===== src/rtl/repetition_expander_pkg.sv =====
// rtl/repetition_expander_pkg.sv - shared state enum, default parameters and rep-info indexing
package repetition_expander_pkg;

    localparam int DEF_DATA_WIDTH             = 8;
    localparam int DEF_GROUP_SIZE             = 4;
    localparam int DEF_LOG_MAX_ITERS          = 16;
    localparam int DEF_LOG_MAX_READS_PER_ITER = 16;
    localparam int DEF_IN_WIDTH               = 16;

    typedef enum logic [1:0] {
        ST_IDLE,
        ST_HDR,
        ST_VAL,
        ST_OUT
    } state_e;

    // Bit position saying "element k repeats element l"; also used by repetition_detector.
    function automatic int rep_idx(input int k, input int l, input int group_size);
        return k * group_size + l;
    endfunction

endpackage


===== src/rtl/repetition_expander_decode.sv =====
// rtl/repetition_expander_decode.sv - rep info to unique count, unique-slot rank and source index
module rep_info_decode
    import repetition_expander_pkg::*;
#(
    parameter int GROUP_SIZE    = DEF_GROUP_SIZE,
    parameter int REP_INFO_BITS = GROUP_SIZE * GROUP_SIZE,
    parameter int CW            = $clog2(GROUP_SIZE + 1),
    parameter int IW            = (GROUP_SIZE > 1) ? $clog2(GROUP_SIZE) : 1
) (
    input  logic [REP_INFO_BITS-1:0]     rep_info,
    output logic [CW-1:0]                num_unique,
    output logic [GROUP_SIZE-1:0]        is_unique,
    output logic [GROUP_SIZE-1:0][IW-1:0] rank,
    output logic [GROUP_SIZE-1:0][IW-1:0] src
);

    always_comb begin
        logic [CW-1:0] n;
        n          = '0;
        is_unique  = '0;
        rank       = '0;
        src        = '0;
        for (int k = 0; k < GROUP_SIZE; k++) begin
            is_unique[k] = 1'b1;
            src[k]       = IW'(k);
            // Walk downwards so the lowest set l wins; l >= k never counts.
            for (int l = GROUP_SIZE - 1; l >= 0; l--) begin
                if (l < k && rep_info[rep_idx(k, l, GROUP_SIZE)]) begin
                    is_unique[k] = 1'b0;
                    src[k]       = IW'(l);
                end
            end
            rank[k] = n[IW-1:0];
            if (is_unique[k]) begin
                n = n + CW'(1);
            end
        end
        num_unique = n;
    end

endmodule


===== src/rtl/repetition_expander.sv =====
// rtl/repetition_expander.sv - rebuilds groups from a header beat plus one beat per unique element
module repetition_expander
    import repetition_expander_pkg::*;
#(
    parameter int DATA_WIDTH             = DEF_DATA_WIDTH,
    parameter int GROUP_SIZE             = DEF_GROUP_SIZE,
    parameter int LOG_MAX_ITERS          = DEF_LOG_MAX_ITERS,
    parameter int LOG_MAX_READS_PER_ITER = DEF_LOG_MAX_READS_PER_ITER,
    parameter int REP_INFO_BITS          = GROUP_SIZE * GROUP_SIZE,
    parameter int IN_WIDTH               = DEF_IN_WIDTH
) (
    input  logic                             clk,
    input  logic                             rst,
    input  logic                             configure,
    input  logic [LOG_MAX_ITERS-1:0]          num_iters,
    input  logic [LOG_MAX_READS_PER_ITER-1:0] num_reads_per_iter,
    input  logic [IN_WIDTH-1:0]               data_in,
    input  logic                             valid_in,
    output logic                             avail_out,
    output logic [GROUP_SIZE*DATA_WIDTH-1:0]  data_out,
    output logic                             valid_out,
    input  logic                             avail_in,
    output logic                             done
);

    localparam int CW = $clog2(GROUP_SIZE + 1);
    localparam int IW = (GROUP_SIZE > 1) ? $clog2(GROUP_SIZE) : 1;
    localparam int LR = LOG_MAX_READS_PER_ITER;
    localparam logic [LOG_MAX_ITERS-1:0] ITER_ONE   = 1;
    localparam logic [LR:0]              GROUP_STEP = (LR + 1)'(GROUP_SIZE);

    state_e                          state_q, state_d;
    logic [REP_INFO_BITS-1:0]        rep_q, rep_d;
    logic [CW-1:0]                   cnt_q, cnt_d;
    logic [DATA_WIDTH-1:0]           vals_q [GROUP_SIZE];
    logic [DATA_WIDTH-1:0]           vals_d [GROUP_SIZE];
    logic [DATA_WIDTH-1:0]           vals_nx [GROUP_SIZE];
    logic [GROUP_SIZE*DATA_WIDTH-1:0] dout_q, dout_d, resolved;
    logic [LR-1:0]                   reads_q, reads_d, nr_q, nr_d;
    logic [LOG_MAX_ITERS-1:0]        iters_q, iters_d, ni_q, ni_d;
    logic                            done_q, done_d;

    logic [CW-1:0]                   num_unique;
    logic [GROUP_SIZE-1:0]           is_unique;
    logic [GROUP_SIZE-1:0][IW-1:0]   rank, src;
    logic                            take, group_wrap, last_group;
    logic [LR:0]                     reads_plus;

    rep_info_decode #(
        .GROUP_SIZE    (GROUP_SIZE),
        .REP_INFO_BITS (REP_INFO_BITS),
        .CW            (CW),
        .IW            (IW)
    ) u_decode (
        .rep_info   (rep_q),
        .num_unique (num_unique),
        .is_unique  (is_unique),
        .rank       (rank),
        .src        (src)
    );

    assign avail_out  = (state_q == ST_HDR) || (state_q == ST_VAL);
    assign valid_out  = (state_q == ST_OUT);
    assign data_out   = dout_q;
    assign done       = done_q;
    assign take       = valid_in && avail_out;
    assign reads_plus = {1'b0, reads_q} + GROUP_STEP;
    assign group_wrap = reads_plus >= {1'b0, nr_q};
    assign last_group = group_wrap && (iters_q == ni_q - ITER_ONE);

    // Resolve elements in ascending k so a repeat always reads an already-resolved source.
    always_comb begin
        logic [DATA_WIDTH-1:0] res [GROUP_SIZE];
        vals_nx = vals_q;
        if (state_q == ST_VAL && valid_in) begin
            vals_nx[cnt_q[IW-1:0]] = data_in[DATA_WIDTH-1:0];
        end
        res      = '{default: '0};
        resolved = '0;
        for (int k = 0; k < GROUP_SIZE; k++) begin
            if (is_unique[k]) begin
                res[k] = vals_nx[rank[k]];
            end else begin
                res[k] = res[src[k]];
            end
            resolved[k*DATA_WIDTH +: DATA_WIDTH] = res[k];
        end
    end

    always_comb begin
        state_d = state_q;
        rep_d   = rep_q;
        cnt_d   = cnt_q;
        vals_d  = vals_q;
        dout_d  = dout_q;
        reads_d = reads_q;
        iters_d = iters_q;
        ni_d    = ni_q;
        nr_d    = nr_q;
        done_d  = 1'b0;
        case (state_q)
            ST_HDR: begin
                if (take) begin
                    rep_d   = data_in[REP_INFO_BITS-1:0];
                    cnt_d   = '0;
                    state_d = ST_VAL;
                end
            end
            ST_VAL: begin
                if (take) begin
                    vals_d = vals_nx;
                    cnt_d  = cnt_q + CW'(1);
                    if (cnt_q == num_unique - CW'(1)) begin
                        dout_d  = resolved;
                        state_d = ST_OUT;
                    end
                end
            end
            ST_OUT: begin
                if (avail_in) begin
                    if (group_wrap) begin
                        reads_d = '0;
                        iters_d = iters_q + ITER_ONE;
                    end else begin
                        reads_d = reads_plus[LR-1:0];
                    end
                    if (last_group) begin
                        done_d  = 1'b1;
                        state_d = ST_IDLE;
                    end else begin
                        state_d = ST_HDR;
                    end
                end
            end
            default: ;
        endcase
        // A new configuration abandons whatever group was in flight.
        if (configure) begin
            state_d = (num_iters != '0 && num_reads_per_iter != '0) ? ST_HDR : ST_IDLE;
            cnt_d   = '0;
            reads_d = '0;
            iters_d = '0;
            ni_d    = num_iters;
            nr_d    = num_reads_per_iter;
            done_d  = 1'b0;
        end
    end

    always_ff @(posedge clk or negedge rst) begin
        if (!rst) begin
            state_q <= ST_IDLE;
            rep_q   <= '0;
            cnt_q   <= '0;
            vals_q  <= '{default: '0};
            dout_q  <= '0;
            reads_q <= '0;
            iters_q <= '0;
            ni_q    <= '0;
            nr_q    <= '0;
            done_q  <= 1'b0;
        end else begin
            state_q <= state_d;
            rep_q   <= rep_d;
            cnt_q   <= cnt_d;
            vals_q  <= vals_d;
            dout_q  <= dout_d;
            reads_q <= reads_d;
            iters_q <= iters_d;
            ni_q    <= ni_d;
            nr_q    <= nr_d;
            done_q  <= done_d;
        end
    end

endmodule


===== config.mk =====
export PLATFORM = sky130hd
export DESIGN_NAME = repetition_expander
export DESIGN_NICKNAME = d
export VERILOG_FILES = /design/src/rtl/repetition_expander_pkg.sv /design/src/rtl/repetition_expander_decode.sv /design/src/rtl/repetition_expander.sv
export SDC_FILE = /design/constraint.sdc
export NUM_CORES = 1
export LEC_CHECK = 0
export CORE_AREA = 2 2 144 146
export CTS_BUF_LIST = sky130_fd_sc_hd__clkbuf_8
export CTS_CLUSTER_SIZE = 10
export DETAILED_ROUTE_END_ITERATION = 8
export DIE_AREA = 0 0 146 148
export MAX_ROUTING_LAYER = met4
export PLACE_DENSITY = 0.68
export SETUP_SLACK_MARGIN = 0.5
export SLEW_MARGIN = 20
export SYNTH_ARGS = -nofsm -noshare
export SYNTH_HDL_FRONTEND = slang
export SYNTH_SLANG_ARGS = --single-unit

===== constraint.sdc =====
create_clock -name clk -period 4.99 [get_ports clk]
set_clock_uncertainty 0.2 [all_clocks]
set_input_delay 0.7485 -clock clk [delete_from_list [all_inputs] [get_ports clk]]
set_output_delay 0.7485 -clock clk [all_outputs]
set_load 0.01 [all_outputs]

==> results.cfg <==
[run_status]
status = finished, final reports clean

[yosys]
synth_simple_gate_area_share_pct = 18.3
yosysUniqueCellTypes = 62
sequential_share_of_the_synthesized_area_pct = 43.9
ys_dominant_reg_cell = sky130_fd_sc_hd__dfrtp_1
synth_seq_cells = 138
synth.avg_cell_area_sq_um = 9.13
yosys.area_share.xor_xnor_pct = 4.57
syn_nets = 942
netlist_top_cells_area = sky130_fd_sc_hd__dfrtp_1 44%, sky130_fd_sc_hd__nand2_1 6.9%, sky130_fd_sc_hd__mux2_2 5.7%
synth-async-reset-ratio_pct = 100
count_of_flip_flops_with_a_built_in_enable_after_synthesis = 0
synth_top_cell_area_share_pct = 43.9
synth_fa_ha_area_share_pct = 4.55
synth-warning-count = 0
synth.largest_area_cell = sky130_fd_sc_hd__dfrtp_1
synth_top_family_by_area = simple AND/OR/NAND/NOR gates
area_fraction_in_compound_gates_after_synthesis_pct = 15.7
syn_inst = 861
synth_area_sq_um = 7860
muxShareOfSynthArea_pct = 7.89

[routing]
dr.first_iter.drc_count = 347
postRouteAntennaNets = 0
finalWirelength_mm = 19.4
wl_per_cell_microns = 16.1
via_count = 6462
drt_drc_violations_left = 0
drt_first_pass_iters = 5
vias_per_cell = 5.38

[global_route]
grt_pass1_vias = 6308
wire_length_of_the_first_global_routing_pass_mm = 32.0
grt-ovfl-total = 0
grt.total_usage_pct = 18.9
number_of_antenna_violations_at_the_first_check_in_global_routing = 0
grt_start_max_net_pins = 110

[setup_path]
worst-r2r-cell-count = 13
r2r_slack_ns = 0.99
worstPathCellList = ha_1 > nand3_2 > or2_4 > nor3_1 > xor2_1 > ha_1 > nand4_1 > or2_0 > o32ai_1 > o221a_4 > o21ai_2 > or4_1 > a21oi_1
r2r-start = reads_q[2]
arrival_time_at_the_worst_endpoint_ns = 4.17
crit_type = reg2reg
cell_with_the_most_instances_on_the_worst_path = sky130_fd_sc_hd__ha_1
max_stage_delay_ns = 0.54
crit_cells = 13
critical_path_sink_type = flop
crit_path_start_kind = flop
path_delay_family = simple AND/OR/NAND/NOR gates
cp-startpoint = reads_q[2]
critPathRequiredTime_ns = 5.16
crit_buf_inv = 0
critPathSlowestCell = sky130_fd_sc_hd__or4_1
crit_path_max_fanout = 13

[die]
dieWidth_microns = 146
initial_core_utilization_pct = 39.2
io-pin-count = 88
placementRows = 52
core_region_area_sq_um = 20000
die_y_microns = 148
die_area_sq_um = 21600

[cts]
cts_num_sinks = 138
post_cts_resized = 0
clk-insertion-delay-late_ns = 0.45
cts_setup_buffers = 0
cts_buffers = 17
h-tree-depth = 4
cts_hold_buffers = 0
clock_pin_slew_on_the_worst_setup_and_hold_paths_ns = 0.09
cts_tree = yes
cts_buffer_depth = 2
clock-root-buffer = sky130_fd_sc_hd__clkbuf_8

[pwr]
vdd.ir_drop.worst_v = 0.000199
intPower_uw = 2360
combinationalPowerShare_pct = 38.9
power.sequential.fraction_pct = 39.0
power_density_nw_per_um2 = 425
p_sw_share_pct = 39.8
net_switching_power_of_the_design_uw = 1560
share_clk_of_total_power_pct = 22.1
static-leakage-power_uw = 0.00430

[job]
cap_viol_max_count = 0

[sta]
final_critical_path_time_including_i_o_delays_and_setup_ns = 4.00
final_max_slew_viol_count = 0
maxClockFrequency_ghz = 0.250
max-slew-margin-rel_pct = 33.8
setup_repair_after_global_routing_missed_its_margin = no
post-route-period-util_pct = 80.2
timing_worst_slew_pin_value_ns = 0.994
setup_viol = 0
hold_violations = 0
final.setup.tns_ns = 0

[cells_and_area]
final_layout_size_suffix_gt1_share_pct = 10.5
num-nets-final = 1000
finalCoreUtilization_pct = 46.1
fill_cells = 1984
antenna_cells = 0
syn2layout_area_growth_pct = 17.4

[placement]
io_buffers = 84
final_weighted_congestion_in_routability_driven_placement = 0.850
dp_hpwl_mm = 13.6

[worst_hold_path]
hold_path.class = in2async
## cell families after synthesis
| kind of cell | after synthesis |
|---|---|
| xor+xnor | 41 |
| compound gates | 190 |
| mux | 57 |
| flops | 138 |
| fa+ha+maj | 28 |
| buf+inv | 100 |
| simple gates | 307 |
## final cells by class
cell class	count	area, sq um	share of cell area [%]
Multi-Input combinational cell	623	4010	43.4
Tap cell	270	338	3.66
Inverter	50	188	2.03
Timing Repair Buffer	89	877	9.50
Clock inverter	13	108	1.17
Clock buffer	19	262	2.83
Sequential cell	138	3450	37.4
## placed cells by master, fill, tap and decap left out, types with 9 or more instances in the layout
cell                              instances
sky130_fd_sc_hd__a211o_1                 10
sky130_fd_sc_hd__a21oi_1                 31
sky130_fd_sc_hd__a22oi_1                 10
sky130_fd_sc_hd__a41oi_1                  9
sky130_fd_sc_hd__clkbuf_8                20
sky130_fd_sc_hd__clkdlybuf4s50_1         82
sky130_fd_sc_hd__dfrtp_1                138
sky130_fd_sc_hd__ha_1                    27
sky130_fd_sc_hd__inv_1                   50
sky130_fd_sc_hd__mux2_2                  40
sky130_fd_sc_hd__mux2i_1                 17
sky130_fd_sc_hd__nand2_1                145
sky130_fd_sc_hd__nand2b_1                 9
sky130_fd_sc_hd__nand3_1                 28
sky130_fd_sc_hd__nor2_1                  54
sky130_fd_sc_hd__nor4_1                  12
sky130_fd_sc_hd__o211ai_1                12
sky130_fd_sc_hd__o21ai_0                 76
sky130_fd_sc_hd__xnor2_1                 23
sky130_fd_sc_hd__xor2_1                  18
## synthesized netlist by cell type, types with 3 or more instances
cell                       number
sky130_fd_sc_hd__nor2_1        54
sky130_fd_sc_hd__or4_1          3
sky130_fd_sc_hd__nor3b_1        3
sky130_fd_sc_hd__xor2_1        18
sky130_fd_sc_hd__nand4_1        7
sky130_fd_sc_hd__nor4_1        12
sky130_fd_sc_hd__ha_1          27
sky130_fd_sc_hd__o21ai_0       76
sky130_fd_sc_hd__clkbuf_1      38
sky130_fd_sc_hd__buf_6          3
sky130_fd_sc_hd__a22oi_1       10
sky130_fd_sc_hd__a21o_1         5
sky130_fd_sc_hd__a21oi_1       31
sky130_fd_sc_hd__buf_1          5
sky130_fd_sc_hd__nand2b_1       9
sky130_fd_sc_hd__mux2_2        40
sky130_fd_sc_hd__o21a_1         3
sky130_fd_sc_hd__or3_1          8
sky130_fd_sc_hd__nand2_1      145
sky130_fd_sc_hd__or2_2          6
sky130_fd_sc_hd__buf_2          4
sky130_fd_sc_hd__o211ai_1      12
sky130_fd_sc_hd__nor2b_1        8
sky130_fd_sc_hd__nand3_1       28
sky130_fd_sc_hd__a221oi_1       8
sky130_fd_sc_hd__and3_1         4
sky130_fd_sc_hd__a211o_1       10
sky130_fd_sc_hd__nor3_1         6
sky130_fd_sc_hd__mux2i_1       17
sky130_fd_sc_hd__dfrtp_1      138
sky130_fd_sc_hd__xnor2_1       23
sky130_fd_sc_hd__a31oi_1        5
sky130_fd_sc_hd__a41oi_1        9
sky130_fd_sc_hd__inv_1         50
## metrics by stage
step	cell area, sq um	setup slack [ns]	hold slack [ns]	std cells	total power [uW]
floorplan	7860	1.49	0.253	861	2490
global placement	8860	1.08	0.254	1170	3030
detailed placement	8860	0.972	0.256	1170	3070
CTS	9230	0.946	0.268	1202	3940
global route	9230	0.598	0.276	1202	4200
finish	9230	0.988	0.210	1202	3920
## final timing paths
| path | to |
|---|---|
| setup / recovery | iters_q[9] |
| hold / removal | data_out[1] |
| setup reg to reg | iters_q[9] |
| min in group clk | data_out[17] |
| max in group asynchronous | reads_q[13] |
| hold reg to reg | data_out[17] |
## routing by layer
layer | GRT usage (%) | up-vias | part of all wire [%]
met5 | - | - | 0
met4 | 6.07 | 0 | 2.0
met3 | 4.07 | 39 | 4.5
met2 | 30.3 | 179 | 47
met1 | 24.1 | 3119 | 46
li1 | - | 3125 | -
## power by group through the flow
stage                     sequential (uW)  clock (uW)  combinational (uW)
after floorplan                      1480           0                1010
final                                1530         866                1530
after detailed placement             1550           0                1520
after global placement               1540           0                1490
after CTS                            1530         890                1530
after global routing                 1560         934                1700
## flip-flops by register name, indices dropped and copies added (netlist names)
| signal | count |
|---|---|
| data_out | 32 |
| vals_q | 32 |
| iters_q | 16 |
| ni_q | 16 |
| nr_q | 16 |
| reads_q | 14 |
| rep_q | 6 |
| cnt_q | 3 |
| state_q | 2 |
| done | 1 |
Power figures use the tool's default switching activity.
